## config.mk

```make
export PLATFORM = sky130hd
export DESIGN_NAME = ec_err_serializer
export DESIGN_NICKNAME = d
export VERILOG_FILES = /design/src/rtl/amoa_pkg.sv /design/src/rtl/ec_col_gen.sv /design/src/rtl/ec_err_serializer.sv
export SDC_FILE = /design/constraint.sdc
export NUM_CORES = 1
export LEC_CHECK = 0
export CAP_MARGIN = 20
export CORE_ASPECT_RATIO = 0.7
export CORE_MARGIN = 2
export CORE_UTILIZATION = 47
export DETAILED_ROUTE_END_ITERATION = 7
export PLACE_DENSITY = 0.76
export SLEW_MARGIN = 20
export SYNTH_ARGS = -nofsm -noshare
export SYNTH_HDL_FRONTEND = slang
export SYNTH_HIERARCHICAL = 1
export SYNTH_SLANG_ARGS = --single-unit
```

## constraint.sdc

```tcl
create_clock -name clk -period 1.8 [get_ports clk]
set_input_delay 0.54 -clock clk [delete_from_list [all_inputs] [get_ports clk]]
set_output_delay 0.54 -clock clk [all_outputs]
set_load 0.01 [all_outputs]
```

## src/rtl/amoa_pkg.sv

```systemverilog
// Shared A-MOA definitions: serializer FSM states and the per-column error triple,
// used by the RTL column generator and by reference models.
package amoa_pkg;

    typedef enum logic {
        IDLE   = 1'b0,
        STREAM = 1'b1
    } state_t;

    localparam int ERR_W = 3;

    // One ones -> 000, two -> 001, three -> 110, so a+b+c == apx + popcount(err).
    function automatic logic [ERR_W-1:0] err_triple(input logic a, input logic b, input logic c);
        logic t;
        logic m;
        t = a & b & c;
        m = (a & b) | (a & c) | (b & c);
        return {t, t, m & ~t};
    endfunction

endpackage

```

## src/rtl/ec_col_gen.sv

```systemverilog
// Combinational column generator: per column, approximate OR-sum bit and error triple.
module ec_col_gen
    import amoa_pkg::*;
#(
    parameter int W = 8
) (
    input  logic [W-1:0]            a_i,
    input  logic [W-1:0]            b_i,
    input  logic [W-1:0]            c_i,
    output logic [W-1:0]            apx_o,
    output logic [W-1:0][ERR_W-1:0] err_o
);

    for (genvar i = 0; i < W; i++) begin : g_col
        assign apx_o[i] = a_i[i] | b_i[i] | c_i[i];
        assign err_o[i] = err_triple(a_i[i], b_i[i], c_i[i]);
    end

endmodule

```

## src/rtl/ec_err_serializer.sv

```systemverilog
// EC chain producer: latches a frame of three W-bit operand columns and streams one
// {err, apx} beat per column, LSB first, with zero-bubble back-to-back frames.
module ec_err_serializer
    import amoa_pkg::*;
#(
    parameter int W     = 8,
    parameter int CNT_W = 4
) (
    input  logic             clk,
    input  logic             rst_n,
    input  logic             in_valid,
    output logic             in_ready,
    input  logic [W-1:0]     op_a,
    input  logic [W-1:0]     op_b,
    input  logic [W-1:0]     op_c,
    output logic             out_valid,
    input  logic             out_ready,
    output logic [ERR_W-1:0] err_out,
    output logic             apx_bit,
    output logic [CNT_W-1:0] col_idx,
    output logic             last,
    output logic [CNT_W-1:0] err_cols
);

    localparam logic [CNT_W-1:0] PRE_LAST = CNT_W'(W - 2);

    state_t                  state_q;
    logic [W-1:0]            a_q, b_q, c_q;
    logic                    vld_q;
    logic                    last_q;
    logic [CNT_W-1:0]        col_q;
    logic [CNT_W-1:0]        cnt_q, cnt_d;
    logic [CNT_W-1:0]        err_cols_q;
    logic [W-1:0]            apx_vec;
    logic [W-1:0][ERR_W-1:0] err_vec;
    logic                    beat, in_hs, beat_err;
    logic                    unused_cols;

    ec_col_gen #(.W(W)) u_col_gen (
        .a_i   (a_q),
        .b_i   (b_q),
        .c_i   (c_q),
        .apx_o (apx_vec),
        .err_o (err_vec)
    );

    // Operands shift right per beat, so the current column always sits at bit 0.
    assign unused_cols = ^{apx_vec[W-1:1], err_vec[W-1:1]};
    assign beat        = vld_q & out_ready;
    assign in_ready    = (state_q == IDLE) | (beat & last_q);
    assign in_hs       = in_valid & in_ready;
    assign beat_err    = |err_vec[0];
    assign cnt_d       = cnt_q + {{(CNT_W-1){1'b0}}, beat_err};

    always_ff @(posedge clk or negedge rst_n) begin
        if (!rst_n) begin
            state_q    <= IDLE;
            a_q        <= '0;
            b_q        <= '0;
            c_q        <= '0;
            vld_q      <= 1'b0;
            last_q     <= 1'b0;
            col_q      <= '0;
            cnt_q      <= '0;
            err_cols_q <= '0;
        end else begin
            if (beat) begin
                a_q <= a_q >> 1;
                b_q <= b_q >> 1;
                c_q <= c_q >> 1;
            end
            if (beat && last_q) err_cols_q <= cnt_d;
            if (in_hs) begin
                state_q <= STREAM;
                a_q     <= op_a;
                b_q     <= op_b;
                c_q     <= op_c;
                vld_q   <= 1'b1;
                last_q  <= 1'b0;
                col_q   <= '0;
                cnt_q   <= '0;
            end else if (beat) begin
                if (last_q) begin
                    state_q <= IDLE;
                    vld_q   <= 1'b0;
                    last_q  <= 1'b0;
                    col_q   <= '0;
                end else begin
                    col_q  <= col_q + 1'b1;
                    last_q <= (col_q == PRE_LAST);
                    cnt_q  <= cnt_d;
                end
            end
        end
    end

    assign out_valid = vld_q;
    assign err_out   = err_vec[0];
    assign apx_bit   = apx_vec[0];
    assign col_idx   = col_q;
    assign last      = last_q;
    assign err_cols  = err_cols_q;

endmodule

```

### Yosys cells after proc, flatten, opt, wreduce, memory -nomap -nowiden

Cells that the tools add are included.

| word-level totals | value |
|---|---|
| word-level logic and storage cells | 51 |
| bits in registers | 38 |

| cells by class | value |
|---|---|
| reduce and logical (&&, ||, !) cells | 6 |
| bitwise logic cells | 15 |
| mux-type cells | 18 |
| $add $sub $neg | 2 |
| equality and inequality tests | 2 |

Operators with widths:

| kind | count |
|---|---|
| $mux 8 | 6 |
| $mux 4 | 6 |
| $and 1x1->1 | 8 |
| $mux 1 | 6 |
| $or 1x1->1 | 5 |
| $add 4x1->4 | 1 |
| $add 4x1->4 const B | 1 |
| $eq 4x3->1 const B | 1 |
| $reduce_and 2->1 | 2 |
| $reduce_bool 2->1 | 2 |
| $ne 2x1->1 const B | 1 |
| $not 1->1 | 2 |
| $reduce_or 2->1 | 1 |
| $logic_and 1x1->1 | 1 |

### Longest topological paths before layout

Gate-level depths: netlist (run 1).

| logic depth | value |
|---|---|
| depth in word-level cells | 9 |
| mapped depth | 8 |
| mapped depth without buffers | 8 |

### By module

The synthesis (run 1) kept the hierarchy.

Modules (own cells, without submodules):

| module | cells each | times used | area an instance (µm²) |
|---|---|---|---|
| ec_err_serializer | 177 | 1 | 1954.4 |
| ec_col_gen | 48 | 1 | 320.3 |

### Worst setup path before layout (run 1)

No wires, ideal clock.

| path | value |
|---|---|
| kind | register to register |
| from | register c_q[0] |
| to | register err_cols_q[1], in the netlist err_cols[1] |
| data arrival time | 1.811 ns |
| cell stages (with the launch flop) | 7 |
| slack | -0.135 ns |
| path buffers | 1 |
| period minus slack after synthesis | 1.935 ns |
| data required time | 1.675 ns |
| path through | dfrtp_1 -> and3_2 -> buf_4 -> or3_1 -> ha_1 -> ha_1 -> mux2_2 |

| on the way | value |
|---|---|
| elaborated cells between the ends (all ways) | 9 |

RTL lines:

| what | RTL line | RTL |
|---|---|---|
| start: declaration | ec_err_serializer.sv:28 | `logic [W-1:0] a_q, b_q, c_q;` |
| start signal: assignment | ec_err_serializer.sv:70 | `c_q <= c_q >> 1;` |
| start signal: assignment | ec_err_serializer.sv:77 | `c_q <= op_c;` |
| $and 1x1->1 * | amoa_pkg.sv:16 | `t = a & b & c;` |
| net err_out[1] | ec_err_serializer.sv:18 | `output logic [ERR_W-1:0] err_out,` |
| $not 1->1 | amoa_pkg.sv:18 | `return {t, t, m & ~t};` |
| $and 1x1->1 | amoa_pkg.sv:18 |  |
| $reduce_or 2->1 * | ec_err_serializer.sv:52 | `assign beat_err = \|err_vec[0];` |
| $add 4x1->4 * | ec_err_serializer.sv:53 | `assign cnt_d = cnt_q + {{(CNT_W-1){1'b0}}, beat_err};` |
| net cnt_d[1] | ec_err_serializer.sv:32 | `logic [CNT_W-1:0] cnt_q, cnt_d;` |
| end signal: assignment | ec_err_serializer.sv:72 | `if (beat && last_q) err_cols_q <= cnt_d;` |
| end: declaration | ec_err_serializer.sv:33 | `logic [CNT_W-1:0] err_cols_q;` |

The timed path passes the listed nets; every way through them passes the cells marked *.
A chain may end at the register's enable or synchronous reset.

### Worst setup path in the final report (run 1)

| path | value |
|---|---|
| from | register c_q[0] |
| to | register err_cols_q[1], in the netlist err_cols[1] |

| on the way | value |
|---|---|
| longest elaborated chain between the ends | 6 |
| elaborated cells between the ends (all ways) | 9 |

Ends and longest elaborated chain:

| what | RTL line | RTL |
|---|---|---|
| $and 1x1->1 | amoa_pkg.sv:17 | `m = (a & b) \| (a & c) \| (b & c);` |
| $or 1x1->1 (2 in a row) | amoa_pkg.sv:17 |  |
| $and 1x1->1 | amoa_pkg.sv:18 |  |
| $reduce_or 2->1 * | ec_err_serializer.sv:52 |  |
| $add 4x1->4 * | ec_err_serializer.sv:53 |  |
| net cnt_d[1] | ec_err_serializer.sv:32 |  |

Marked as above.

==> out/qor.txt, run 1 <==
Area after DPL - 2520 µm²
Maximum number of pins on one net before global-route repair - 27
Setup crit end kind - register
H-tree levels - 2
Worst-Skew Late Latency - 0.29 ns
Final hold violations - 0
Final cell count without fillers - 292
Most frequent CP cell - ha_4
CP delay by family, top - adder cells
CTS tree - done
Routability cong. - 0.837
Wire length per cell - 15.6 µm
Crit-path max cell delay - 0.39 ns
Clock transition at path regs - 0.08 ns
Number of antenna violations at the first check in global routing - 0
Slowest CP cell - dfrtp_1
Fmax - 0.529 GHz
CTS Buf Count - 5
Cell count after synthesis - 183
DRC viols - 0
Synth-to-Final Area Change - 36.7%
Starting Density - 49.9%
Crit path launch type - register
Hold crit path type - input pin to async pin
Via count - 1593
Failing checks - negative setup slack
Final Max Tran Viols - 0
Final Instance Area - 2730 µm²
Fill cell count - 313
Final Setup Violations - 3
Post-Route WL - 4.54 mm
Max transition margin - 69.2%
Lkg Pwr - 1.25 nW
Number of DRC markers in iteration 0 - 111
WP buf/inv - 1
Io pins - 43
Maximum capacitance violations - 0
CP Max Fanout - 4
Fin worst setup slack - -0.0888 ns
Vias per cell - 5.46
Die H - 58.5 µm
First-pass DRT Iterations - 4
Mapped Nets - 215
Overflow left after global routing - 0
Status - finished, violations left
RSZ-0062 raised after global routing - true
First-pass GRT wire length - 7.55 mm
Vias in the first global route - 1592
Hold buffers post-CTS - 0
ANT cells - 0
Yosys warning count - 6
Cells along the critical path - buf_6 > xnor2_2 > a21oi_2 > or3_4 > ha_4 > ha_4 > mux2_2
Routed Antenna Nets - 0
HPWL Detailed - 3.12 mm
Maximum root-to-sink buffer count - 2
Final nets - 271
Total GRT Usage - 21.3%
CTS Sinks - 38
Critical Path RT - 1.98 ns
Avg Cell Area, Syn - 10.9 µm²
Fin crit period - 1.89 ns
Crit Path Category - register to register
Core area - 3990 µm²
Max VDD drop - 0.000548 V
Synthesized area - 1990 µm²
Worst Clk Skew - 0.00673 ns
Clock Tree Root - clkbuf_8
Placed cell count - 274
Crit path DAT - 2.06 ns
Die width - 81.9 µm
Full die area - 4790 µm²
PortBufs - 42
Share of layout cells above drive strength 1 - 30.8%
Final cycle utilization of the critical path - 105%
Row count - 19
PD cells - 951 nW/µm²
Worst-Margin Slew - 0.462 ns
[sequential cells by signal, summed over array words and instances, names as in the netlist]
register   flops
cnt_q          4
c_q            8
col_idx        4
last           1
b_q            8
a_q            8
err_cols       4
out_valid      1
[placed cells by master, fill, tap and decap left out, drive strengths merged, types with 7 or more instances in the layout]
cell and count:
a21oi 7, buf 26, clkbuf 7, clkdlybuf4s50 32, dfrtp 38, mux2i 22, nand2 12, nand3 28
o21ai 29
[layout make-up]
cell class	instances	area [µm²]	share of cell area [%]
inverter	1	3.75	0.138
clock buffer	5	68.8	2.52
timing repair buffer	64	606	22.2
sequential	38	952	34.9
multi-input combinational	129	991	36.3
clock inverter	3	40.0	1.47
tap	52	65.1	2.39
[per-layer routing]
metal / share of wire, % / GRT usage, % / vias up
met1: 47 / 28.7 / 781
met4: 1.5 / 7.86 / 0
li1: - / - / 766
met5: 0 / 0 / -
met3: 4.4 / 4.75 / 8
met2: 47 / 34.0 / 38
[final timing paths]
check	start	endpoint	slack, ns	depth (start not counted)
worst max-delay path	c_q[0]	err_cols[1]	-0.09	7
worst min register to register	err_cols[2]	err_cols[2]	0.49	2
worst min-delay path	rst_n	err_cols[3]	0.19	1
max in group asynchronous	rst_n	b_q[6]	1.14	2
min in group clk	err_cols[2]	err_cols[2]	0.49	2
worst max register to register	c_q[0]	err_cols[1]	-0.09	7
[report_power, final]
group / internal, mW / switching, mW
Clock: 0.408 / 0.302
Combinational: 0.453 / 0.344
Sequential: 0.987 / 0.101
Total: 1.85 / 0.746
[worst register-to-register path, stage by stage (launching register included)]
cell     delay [ns]
dfrtp_1        0.39
buf_6          0.13
xnor2_2        0.16
a21oi_2        0.08
or3_4          0.34
ha_4           0.18
ha_4           0.24
mux2_2         0.25
[what timing repair did]
action / in CTS / in global routing
setup buffers: 10 / 0
gates resized for setup: 25 / 8
endpoints found under the setup margin: 42 / 11
hold endpoints to repair: 0 / 0
cloned: 0 / 0
pin swaps: 6 / 2
[through the flow]
| step | power, mW | hold WS (ns) | util (%) | setup TNS (ns) | worst slack, ns |
|---|---|---|---|---|---|
| after floorplan | 1.43 | 0.244 | - | -0.0142 | -0.0142 |
| after global placement | 1.71 | 0.461 | 63.0 | -10.22 | -0.520 |
| after detailed placement | 1.75 | 0.479 | 63.0 | -10.94 | -0.513 |
| after CTS | 2.58 | 0.203 | 68.0 | -0.227 | -0.0710 |
| after global routing | 2.73 | 0.215 | 68.3 | -0.533 | -0.141 |
| final | 2.59 | 0.188 | 68.3 | -0.193 | -0.0888 |
Power figures use the tool's default switching activity.
==> inputs of run 2 (changes only) <==
- CORE_MARGIN: 2 -> unset
- RECOVER_POWER: unset -> 25
==> run 2 against run 1 <==
Compared with the run above:
- the flow still finishes with violations (negative setup slack)
- register-to-register slack is essentially flat
- cell count shrank 1.7%
- combinational power decreased by 7.4%
- via count increased by 0.13%
- clock power down 20%
- flip-flop and latch count is the same
- global-route usage increased by 1.3 points
- clock skew decreased by 0.0012 ns
- largest cell class unchanged
- critical path depth is the same
- first-iteration DRC count is 42% lower
- routed wire length shrank 0.68%
- critical endpoint unchanged
- worst hold slack better by 0.21 ns
==> out/qor.txt, run 2 (synthesis gave the netlist of run 1 again) <==
Fin crit period - 1.88 ns
Max VDD drop - 0.000448 V
Clock transition at path regs - 0.07 ns
Place WS - -0.505 ns
Vias per cell - 5.56
Fmax - 0.533 GHz
Hold crit path type - input pin to async pin
HPWL Detailed - 3.16 mm
Number of antenna violations at the first check in global routing - 0
Register area - 952 µm²
DRC viols - 0
Multi-input combinational cell area - 1000 µm²
Worst-Skew Late Latency - 0.29 ns
Final Max Tran Viols - 0
Post-Route WL - 4.51 mm
Final cycle utilization of the critical path - 104%
CTS Buf Count - 5
ANT cells - 0
Starting Density - 49.9%
Worst Clk Skew - 0.00549 ns
Overflow left after global routing - 0
Final hold violations - 0
Number of DRC markers in iteration 0 - 64
Maximum capacitance violations - 0
Status - finished, violations left
Final Setup Violations - 8
Clock Tree Root - clkbuf_8
Routability cong. - 0.787
Max transition margin - 32.1%
Most frequent cells in the layout - dfrtp_1 (37), clkdlybuf4s50_1 (31), nand3_1 (27)
Maximum number of pins on one net before global-route repair - 27
Io pins - 43
First-pass GRT wire length - 7.65 mm
CTS tree - done
Via count - 1595
Min Hold Slack - 0.400 ns
Commonest non-fill, non-tap cell in the layout - dfrtp_1
Worst-Margin Slew - 1.02 ns
Wire length per cell - 15.7 µm
Crit Path Category - register to register
Setup crit end kind - register
Die width - 79.9 µm
Crit path launch type - register
Share of layout cells above drive strength 1 - 29.4%
PD cells - 898 nW/µm²
CTS Sinks - 38
CP Max Fanout - 3
PortBufs - 42
Critical Path RT - 1.98 ns
Final nets - 268
Lkg Pwr - 1.23 nW
RSZ-0062 raised after global routing - true
Fill cell count - 305
Failing checks - negative setup slack
Final Instance Area - 2680 µm²
First-pass DRT Iterations - 4
Core area - 3990 µm²
Total GRT Usage - 22.6%
H-tree levels - 2
Die H - 56.5 µm
Vias in the first global route - 1672
Fin worst setup slack - -0.0772 ns
Maximum root-to-sink buffer count - 2
Area after DPL - 2530 µm²
Routed Antenna Nets - 0
Row count - 19
Crit path DAT - 2.05 ns
Synth-to-Final Area Change - 34.3%
Largest registers - a_q: 8 flops, b_q: 8 flops, c_q: 8 flops
Full die area - 4510 µm²
## run 2: cell type report
| type | instances | area share [%] |
|---|---|---|
| Clock buffer | 6 | 3.08 |
| Inverter | 1 | 0.140 |
| Multi-Input combinational cell | 129 | 37.3 |
| Sequential cell | 38 | 35.5 |
| Tap cell | 52 | 2.43 |
| Timing Repair Buffer | 61 | 21.5 |
## run 2: routing by layer
metal | share of wire (%) | global-route usage (%)
met4 | 2.2 | 9.95
met2 | 47 | 36.1
met3 | 4.8 | 4.88
met5 | 0 | 0
met1 | 46 | 29.7
## run 2: path summary, 6_finish.rpt
check | depth (start not counted) | end | slack (ns) | start
setup / recovery | 7 | err_cols[1] | -0.08 | c_q[0]
hold / removal | 1 | err_cols[0] | 0.40 | rst_n
setup reg to reg | 7 | err_cols[1] | -0.08 | c_q[0]
hold reg to reg | 2 | err_cols[3] | 0.48 | err_cols[3]
max in group asynchronous | 2 | b_q[3] | 0.33 | rst_n
min in group clk | 2 | err_cols[3] | 0.48 | err_cols[3]
## run 2: repair_timing
action,CTS,global route
buffers inserted,6,1
hold buffers,0,0
pin swaps,8,4
endpoints found under the setup margin,39,13
gates resized for setup,28,5
## run 2: critical path: stages, from the launching register on
cell	delay, ns
dfrtp_1	0.41
buf_6	0.14
a21oi_2	0.17
a21oi_2	0.06
or3_4	0.34
ha_4	0.18
ha_4	0.22
mux2_2	0.25
## run 2: where the power goes
part           total [mW]  internal [mW]  switching [mW]
clock               0.570          0.295           0.275
sequential           1.10          0.988           0.110
combinational       0.738          0.411           0.327
total                2.41           1.69           0.712
## run 2: per-stage QoR
step                power, mW  utilization, %  cells  setup TNS (ns)
finish                   2.41            67.1    287          -0.233
global route             2.53            67.1    287          -0.730
CTS                      2.39            67.1    286          -0.184
detailed placement       1.76            63.3    274          -10.48
global placement         1.72            63.3    274           -9.99
floorplan                1.43               -    183         -0.0142
